File: src/rtl/rvc_fetch_aligner_if.sv
// rvc_fetch_aligner_if: fetch-side memory bus, decode-side instruction bus and redirect bundle.
// Ports (master = aligner side):
//   MemReq/MemAddr out, MemAck/MemRdata in            -- word-aligned instruction memory reads
//   InstValid/InstData/InstCompressed/InstPc out,
//   InstReady in                                      -- one instruction per handshake to decode
//   Redirect/RedirectPc in                            -- control-flow restart
interface rvc_fetch_aligner_if;
    logic        MemReq;
    logic [31:0] MemAddr;
    logic        MemAck;
    logic [31:0] MemRdata;
    logic        InstValid;
    logic        InstReady;
    logic [31:0] InstData;
    logic        InstCompressed;
    logic [31:0] InstPc;
    logic        Redirect;
    logic [31:0] RedirectPc;
    modport master (
        output MemReq, MemAddr, InstValid, InstData, InstCompressed, InstPc,
        input  MemAck, MemRdata, InstReady, Redirect, RedirectPc
    );
    modport slave (
        input  MemReq, MemAddr, InstValid, InstData, InstCompressed, InstPc,
        output MemAck, MemRdata, InstReady, Redirect, RedirectPc
    );
endinterface

File: src/rtl/rvc_fetch_aligner.sv
// rvc_fetch_aligner: fetches aligned words, buffers halfword parcels and presents one RV32C/RV32 instruction at a time.
// Ports: Clock, Reset (async, active-high), bus (rvc_fetch_aligner_if.master).
// Parameter RESET_PC: PC of the first instruction after reset (bit 0 must be 0).
module rvc_fetch_aligner #(
    parameter logic [31:0] RESET_PC = 32'h0000_0000
) (
    input logic Clock,
    input logic Reset,
    rvc_fetch_aligner_if.master bus
);
    logic [15:0] p [3];
    logic [15:0] q [3];
    logic [15:0] pNext [3];
    logic [15:0] first;
    logic [1:0]  cnt, cntPop, cntNext, popN;
    logic [31:0] fetchAddr, memAddr, instPc;
    logic        out, drop, skip;
    logic        lowOk, valid, ack, fill;

    always_comb begin
        lowOk = p[0][1:0] != 2'b11;
        valid = cnt != 2'd0 && (lowOk || cnt >= 2'd2);
        popN = (valid && bus.InstReady) ? (lowOk ? 2'd1 : 2'd2) : 2'd0;
        ack = out && bus.MemAck;
        fill = ack && !drop;
        cntPop = cnt - popN;
        q[0] = popN == 2'd0 ? p[0] : popN == 2'd1 ? p[1] : p[2];
        q[1] = popN == 2'd0 ? p[1] : p[2];
        q[2] = p[2];
        // after a redirect to an odd halfword the low parcel of the first word is skipped
        first = skip ? bus.MemRdata[31:16] : bus.MemRdata[15:0];
        for (int i = 0; i < 3; i++)
            pNext[i] = (!fill || 2'(i) < cntPop) ? q[i] : (2'(i) == cntPop ? first : bus.MemRdata[31:16]);
        cntNext = fill ? cntPop + (skip ? 2'd1 : 2'd2) : cntPop;
    end

    always_ff @(posedge Clock or posedge Reset) begin
        if (Reset) begin
            p         <= '{default: '0};
            cnt       <= 2'd0;
            out       <= 1'b0;
            drop      <= 1'b0;
            skip      <= RESET_PC[1];
            instPc    <= RESET_PC;
            fetchAddr <= RESET_PC & ~32'h3;
            memAddr   <= RESET_PC & ~32'h3;
        end else if (bus.Redirect) begin
            // an unacked in-flight read stays on the bus; its data is dropped when it returns
            cnt       <= 2'd0;
            instPc    <= bus.RedirectPc & ~32'h1;
            fetchAddr <= bus.RedirectPc & ~32'h3;
            skip      <= bus.RedirectPc[1];
            drop      <= out && !bus.MemAck;
            out       <= out && !bus.MemAck;
        end else begin
            p      <= pNext;
            cnt    <= cntNext;
            instPc <= instPc + {29'd0, popN, 1'b0};
            if (ack) begin
                out  <= 1'b0;
                drop <= 1'b0;
                if (fill) begin
                    fetchAddr <= fetchAddr + 32'd4;
                    skip      <= 1'b0;
                end
            end else if (!out && cnt <= 2'd1) begin
                out     <= 1'b1;
                memAddr <= fetchAddr;
            end
        end
    end

    assign bus.MemReq         = out;
    assign bus.MemAddr        = memAddr;
    assign bus.InstValid      = valid;
    assign bus.InstCompressed = valid && lowOk;
    assign bus.InstData       = !valid ? 32'h0 : (lowOk ? {16'h0000, p[0]} : {p[1], p[0]});
    assign bus.InstPc         = instPc;
endmodule

File: src/flat_wrapper.sv
// flat-port wrapper written by rule: the top's interface ports become plain ports
module rvc_fetch_aligner_flat 
#(
    parameter logic [31:0] RESET_PC = 32'h0000_0000
)
  (Clock, Reset, bus_MemReq, bus_MemAddr, bus_InstValid, bus_InstData, bus_InstCompressed, bus_InstPc, bus_MemAck, bus_MemRdata, bus_InstReady, bus_Redirect, bus_RedirectPc);
  rvc_fetch_aligner_if bus_i ();
  input logic Clock;
  input logic Reset;
  output wire logic [$bits(bus_i.MemReq)-1:0] bus_MemReq;
  output wire logic [$bits(bus_i.MemAddr)-1:0] bus_MemAddr;
  output wire logic [$bits(bus_i.InstValid)-1:0] bus_InstValid;
  output wire logic [$bits(bus_i.InstData)-1:0] bus_InstData;
  output wire logic [$bits(bus_i.InstCompressed)-1:0] bus_InstCompressed;
  output wire logic [$bits(bus_i.InstPc)-1:0] bus_InstPc;
  input wire logic [$bits(bus_i.MemAck)-1:0] bus_MemAck;
  input wire logic [$bits(bus_i.MemRdata)-1:0] bus_MemRdata;
  input wire logic [$bits(bus_i.InstReady)-1:0] bus_InstReady;
  input wire logic [$bits(bus_i.Redirect)-1:0] bus_Redirect;
  input wire logic [$bits(bus_i.RedirectPc)-1:0] bus_RedirectPc;
  assign bus_MemReq = bus_i.MemReq;
  assign bus_MemAddr = bus_i.MemAddr;
  assign bus_InstValid = bus_i.InstValid;
  assign bus_InstData = bus_i.InstData;
  assign bus_InstCompressed = bus_i.InstCompressed;
  assign bus_InstPc = bus_i.InstPc;
  assign bus_i.MemAck = bus_MemAck;
  assign bus_i.MemRdata = bus_MemRdata;
  assign bus_i.InstReady = bus_InstReady;
  assign bus_i.Redirect = bus_Redirect;
  assign bus_i.RedirectPc = bus_RedirectPc;
  rvc_fetch_aligner #(.RESET_PC(RESET_PC)) u_core (.Clock(Clock), .Reset(Reset), .bus(bus_i));
endmodule
File: config.mk
export PLATFORM = sky130hd
export DESIGN_NAME = rvc_fetch_aligner_flat
export DESIGN_NICKNAME = d
export VERILOG_FILES = /design/src/rtl/rvc_fetch_aligner_if.sv /design/src/rtl/rvc_fetch_aligner.sv /design/src/flat_wrapper.sv
export SDC_FILE = /design/constraint.sdc
export NUM_CORES = 1
export LEC_CHECK = 0
export BUFFER_PORTS_ARGS = -buffer_cell sky130_fd_sc_hd__buf_2
export CORE_ASPECT_RATIO = 1.4
export CORE_MARGIN = 2
export CORE_UTILIZATION = 57
export DETAILED_ROUTE_END_ITERATION = 8
export HOLD_SLACK_MARGIN = 0.05
export MAX_ROUTING_LAYER = met4
export PLACE_DENSITY = 0.83
export SLEW_MARGIN = 20
export SYNTH_ARGS = -nofsm -noshare
export SYNTH_HDL_FRONTEND = slang
export SYNTH_SLANG_ARGS = --single-unit
File: constraint.sdc
create_clock -name Clock -period 13 [get_ports Clock]
set_input_delay 1.3 -clock Clock [delete_from_list [all_inputs] [get_ports Clock]]
set_output_delay 1.3 -clock Clock [all_outputs]
set_load 0.03 [all_outputs]
* Word-level counts from Yosys, hierarchy flattened
Index checks and enable logic that the tools add are counted.
** Operators by class
- Add/sub/neg operators :: 4
- Equal/unequal tests :: 6
- Muxes and demuxes :: 28
- Bitwise operators :: 3
- Reductions and logical operators :: 26
- Magnitude comparators :: 5
** Operators with widths (number)
- $mux 32 :: 6
- $mux 16 :: 9
- $add 32x3->32 :: 1
- $add 32x3->32 const B :: 1
- $mux 2 :: 5
- $mux 1 :: 8
- $reduce_and 2->1 :: 4
- $logic_and 1x1->1 :: 7
- $ne 2x2->1 const B :: 3
- $reduce_bool 2->1 :: 3
- $logic_not 1->1 :: 4
- $logic_not 2->1 :: 2
- $logic_or 1x1->1 :: 4
- $lt 1x2->1 const A :: 2
- $not 1->1 :: 3
- $reduce_and 3->1 :: 1
- $reduce_bool 3->1 :: 1
- $add 2x2->2 :: 1
- $eq 1x2->1 const A :: 1
- $eq 2x1->1 const B :: 1
- $eq 2x2->1 const A :: 1
- $ge 2x2->1 const B :: 1
- $le 2x1->1 const B :: 1
- $lt 2x2->1 const A :: 1
- $sub 2x2->2 :: 1
** Word-level totals
- Word-level logic and storage cells :: 82
- Output and inout port bits :: 99
- Bits in registers :: 149
- Bits of input ports :: 69

* Logic depth before layout (Yosys ltp)
- Depth after elaboration :: 10
- Mapped depth :: 13
- Mapped depth without buffers :: 10

* Least setup slack after synthesis
Ideal clock, no wire load.
- Path type :: input-to-reg
- From :: input bus_InstReady
- To :: register u_core.p[32] (netlist name)
- Slack :: 9.277 ns
- Data arrival time :: 3.598 ns
- Cell stages on the path :: 12
- Setup time :: 0.125 ns
- Buffers on the path :: 4
- Data required time :: 12.875 ns
- Cells stage by stage :: nand2_1 -> buf_2 -> inv_1 -> ha_1 -> nor2b_1 -> a211oi_2 -> buf_4 -> nand3_2 -> buf_6 -> a21oi_4 -> buf_8 -> mux2_4
** Between the ends
- Longest elaborated chain between the ends :: 7
- Elaborated cells on any way between the ends :: 14
- Classes of those cells :: 1 x add/sub; 1 x order compare; 2 x eq/ne; 5 x mux; 5 x reduce/logical
** RTL lines
- start: declaration :: line flat_wrapper.sv:18 : input wire logic [$bits(bus_i.InstReady)-1:0] bus_InstReady;
- $logic_and 1x1->1 * :: line rvc_fetch_aligner.sv:23 : popN = (valid && bus.InstReady) ? (lowOk ? 2'd1 : 2'd2) : 2'd0;
- $mux 2 * :: line rvc_fetch_aligner.sv:23
- $sub 2x2->2 :: line rvc_fetch_aligner.sv:26 : cntPop = cnt - popN;
- $lt 1x2->1 :: line rvc_fetch_aligner.sv:33 : pNext[i] = (!fill || 2'(i) < cntPop) ? q[i] : (2'(i) == cntPop ? first : bus.MemRdata[31:16]);
- $logic_or 1x1->1 :: line rvc_fetch_aligner.sv:33
- $ne 2x2->1 (no line)
- $reduce_and 2->1 (no line)
- end signal: assignment :: line rvc_fetch_aligner.sv:56 : p <= pNext;
- end: declaration :: line rvc_fetch_aligner.sv:11 : logic [15:0] p [3];
Every way passes the cells marked *; elsewhere a longest branch is shown, timed or not. The select of a mux whose other input is x is not followed.
A chain may end at the register's enable or synchronous reset.

* Worst setup path in the final report
- From :: input bus_InstReady
- To :: register u_core.p[34] (netlist name)
The elaborated chain is that of the path after synthesis.

==> results_dict.tcl <==
set metrics [dict create \
    fin_cells 1099 \
    dpl.hpwl_mm 13.3 \
    crit_required_ns 13.31 \
    seq_area_um2 3600 \
    route.detailed.wl_per_inst_um 18.0 \
    core_um2 13800 \
    synth_mux_area_share_pct 20.0 \
    antenna_found_initial 1 \
    row_count 51 \
    hold_ws_ns 0.499 \
    cts_tree "done" \
    yosysUniqueCellTypes 52 \
    power_frac_clock_pct 27.1 \
    fin_setup_tns_ns 0 \
    initial_utilization_pct 57.8 \
    synth-main-ff-cell "dfrtp_1" \
    hold_viol_final 0 \
    die_area_um2 14900 \
    io_buffers 163 \
    routed_wl_mm 19.7 \
    fin_crit_sh_pct 36.3 \
    clock_latency_ns 0.42 \
    fin_skew_ns 0.00930 \
    hold_buffers 0 \
    ios 168 \
    synth_xor_area_share_pct 6.38 \
    reg2reg_slack_ns 8.67 \
    gr-total-overflow 0 \
    cts_sinks 144 \
    synth-seq-cells 144 \
    worstPathMaxFanout 17 \
    root_buffer "clkbuf_16" \
    ir_drop_mv 0.118 \
    p_switching_w 0.000777 \
    die_y_um 144 \
    post-cts-setup-buffer-count 0 \
    drc 0 \
    slew_headroom_pct 29.2 \
    worstHoldEndpoint "u_core.bus.MemAddr[24]" \
    r2r-start "u_core.cnt[1]" \
    area_growth_pct 19.5 \
    final_common_cell "buf_2" \
    seqPwrFrac_pct 35.3 \
    worstPathArrival_ns 5.02 \
    tightest_slew_ns 1.06 \
    via_per_inst 5.67 \
    grt_max_degree 77 \
    multi_input_area_um2 4090 \
    grt_pass1_wl_mm 31.6 \
    vias 6230 \
    comb_power_share_pct 37.6 \
    r2r-end "u_core.p[34]" \
    switching_share_pct 38.5 \
    leakagePower_nw 4.52 \
    final_antenna_net_count 0 \
    n_fill_cell 1085 \
    min_delay_path_depth 1 \
    cap_violations 0 \
    final_cell_mix "163 x buf_2, 143 x dfrtp_1, 70 x mux2_2" \
    yosysSeqAreaShare_pct 45.3 \
    first_pass_iters 4 \
    synth_cells 754 \
    grt_pass1_vias 6236 \
    h-tree-depth 4 \
    status "finished clean" \
    finalCriticalPeriod_ns 4.72 \
    timing.fmax_ghz 0.212 \
    async_flop_share_pct 100 \
    setup_viol 0 \
    layout-drive-gt1-share_pct 32.4 \
    synth-compound-area-share_pct 9.37 \
    rsz0062_at_grt "no" \
    syn-cell-area_um2 7960 \
    cts_buffers 17 \
    die_w_um 104 \
    slew_violations 0 \
    synth_edf_count 0 \
    internal_power_w 0.00124 \
    yosys.area_share.simple_pct 14.4 \
    clk_path_buf_depth 2 \
    synth_top_family_by_area "multiplexers" \
    reg2reg_depth 9 \
    gp_congestion 0.832 \
    path_class "in2reg" \
    endpoint_kind "register" \
    critPathLaunch "bus_InstReady" \
    synth_adder_area_share_pct 1.04 \
    cts.repair.resized 0 \
    placed_cells 1066 \
    hp-class "reg2reg" \
    clk_pin_slew_ns 0.06 \
    hp-start "u_core.bus.MemAddr[24]" \
    start_kind "primary input" \
    avgSynthCellArea_um2 10.6 \
    layout.nets 975 \
    grtUsageTotal_pct 27.5 \
    yosysWarnings 0 \
    powerDensity_nw_per_um2 212 \
    drtIter0Drc 355 \
]
==> sequential cells by signal, indices dropped and copies added, names as in the netlist <==
register and flops:
u_core.bus.MemAddr 30, u_core.bus.InstPc 31, u_core.drop 1, u_core.cnt 2, u_core.p 48, u_core.fetchAddr 30
u_core.bus.MemReq 1, u_core.skip 1
==> synthesized netlist by cell type, types with 2 or more instances <==
master | number | area (µm²)
mux2_4 | 10 | 150
nand2b_1 | 9 | 56.3
xnor2_1 | 37 | 324
a21oi_1 | 24 | 120
nand3_1 | 29 | 145
mux2i_1 | 65 | 651
nor2_1 | 34 | 128
o21ai_1 | 2 | 10.0
and3_1 | 9 | 56.3
buf_4 | 7 | 52.6
o21a_1 | 16 | 120
and4_1 | 3 | 26.3
a21boi_0 | 14 | 105
dfrtp_1 | 144 | 3600
xor2_1 | 21 | 184
and2_1 | 20 | 125
inv_1 | 12 | 45.0
buf_2 | 9 | 45.0
ha_1 | 5 | 62.6
clkbuf_1 | 26 | 97.6
nor3_1 | 8 | 40.0
o21ai_0 | 53 | 265
nand4_1 | 23 | 144
a21oi_4 | 2 | 32.5
nor4_1 | 4 | 25.0
nand2_1 | 55 | 206
nor2b_1 | 18 | 113
mux2_2 | 70 | 788
a21o_1 | 2 | 15.0
==> metal layers <==
metal | track usage [%] | routed length, µm | part of all wire, % | up-vias
met2 | 47.4 | 10400 | 53 | 206
met1 | 32.0 | 8080 | 41 | 3059
met4 | 11.2 | 278 | 1.4 | 0
li1 | - | - | - | 2940
met5 | - | 0 | 0 | -
met3 | 4.99 | 1010 | 5.1 | 25
==> worst max path at each step <==
stage | endpoint | slack [ns] | cells past startpoint
after CTS | u_core.p[33] | 8.29 | 9
after global placement | u_core.p[34] | 7.91 | 9
after detailed placement | u_core.p[34] | 7.86 | 9
final | u_core.p[34] | 8.28 | 9
after floorplan | u_core.bus.InstPc[10] | 7.83 | 1
after global routing | u_core.p[34] | 8.10 | 9
==> critical path: stages <==
cell and delay, ns:
buf_2 0.14, nand2_1 0.78, inv_1 0.20, ha_1 0.27
nor2b_1 0.16, a211oi_2 0.26, nand3_2 0.59, a21oi_4 0.89
mux2_2 0.41
==> final cells by class <==
class | instances | share of cell area (%)
clock inverter | 15 | 2.43
timing repair buffer | 171 | 9.20
multi-input combinational | 553 | 43.0
sequential | 144 | 37.9
inverter | 13 | 0.565
tap | 185 | 2.43
antenna | 1 | 0.0263
clock buffer | 17 | 4.47
==> metrics by stage <==
stage,cell area [µm²],utilization (%),worst slack (ns),power (W)
6_report,9520,69.0,8.28,0.00202
5_1_grt,9520,69.0,8.10,0.00213
4_1_cts,9510,69.0,8.29,0.00203
3_5_place_dp,8860,64.3,7.86,0.00148
3_3_place_gp,8860,64.3,7.91,0.00145
2_1_floorplan,7970,-,7.83,0.00127
==> power groups by stage <==
stage	sequential (W)	clock, W	combinational (W)
after floorplan	0.000801	0	0.000469
after global placement	0.000710	0	0.000739
after detailed placement	0.000717	0	0.000760
after CTS	0.000712	0.000555	0.000763
after global routing	0.000733	0.000573	0.000825
final	0.000714	0.000548	0.000759
==> logic make-up after synthesis <==
logic type                 after synthesis
and+or+nand+nor                        219
muxes                                  145
DFF                                    144
AOI/OAI and AO/OA                      122
buffers and inverters                   59
xor gates and xnor gates                58
adders and majority gates                6
other                                    1
Power figures use the tool's default switching activity.
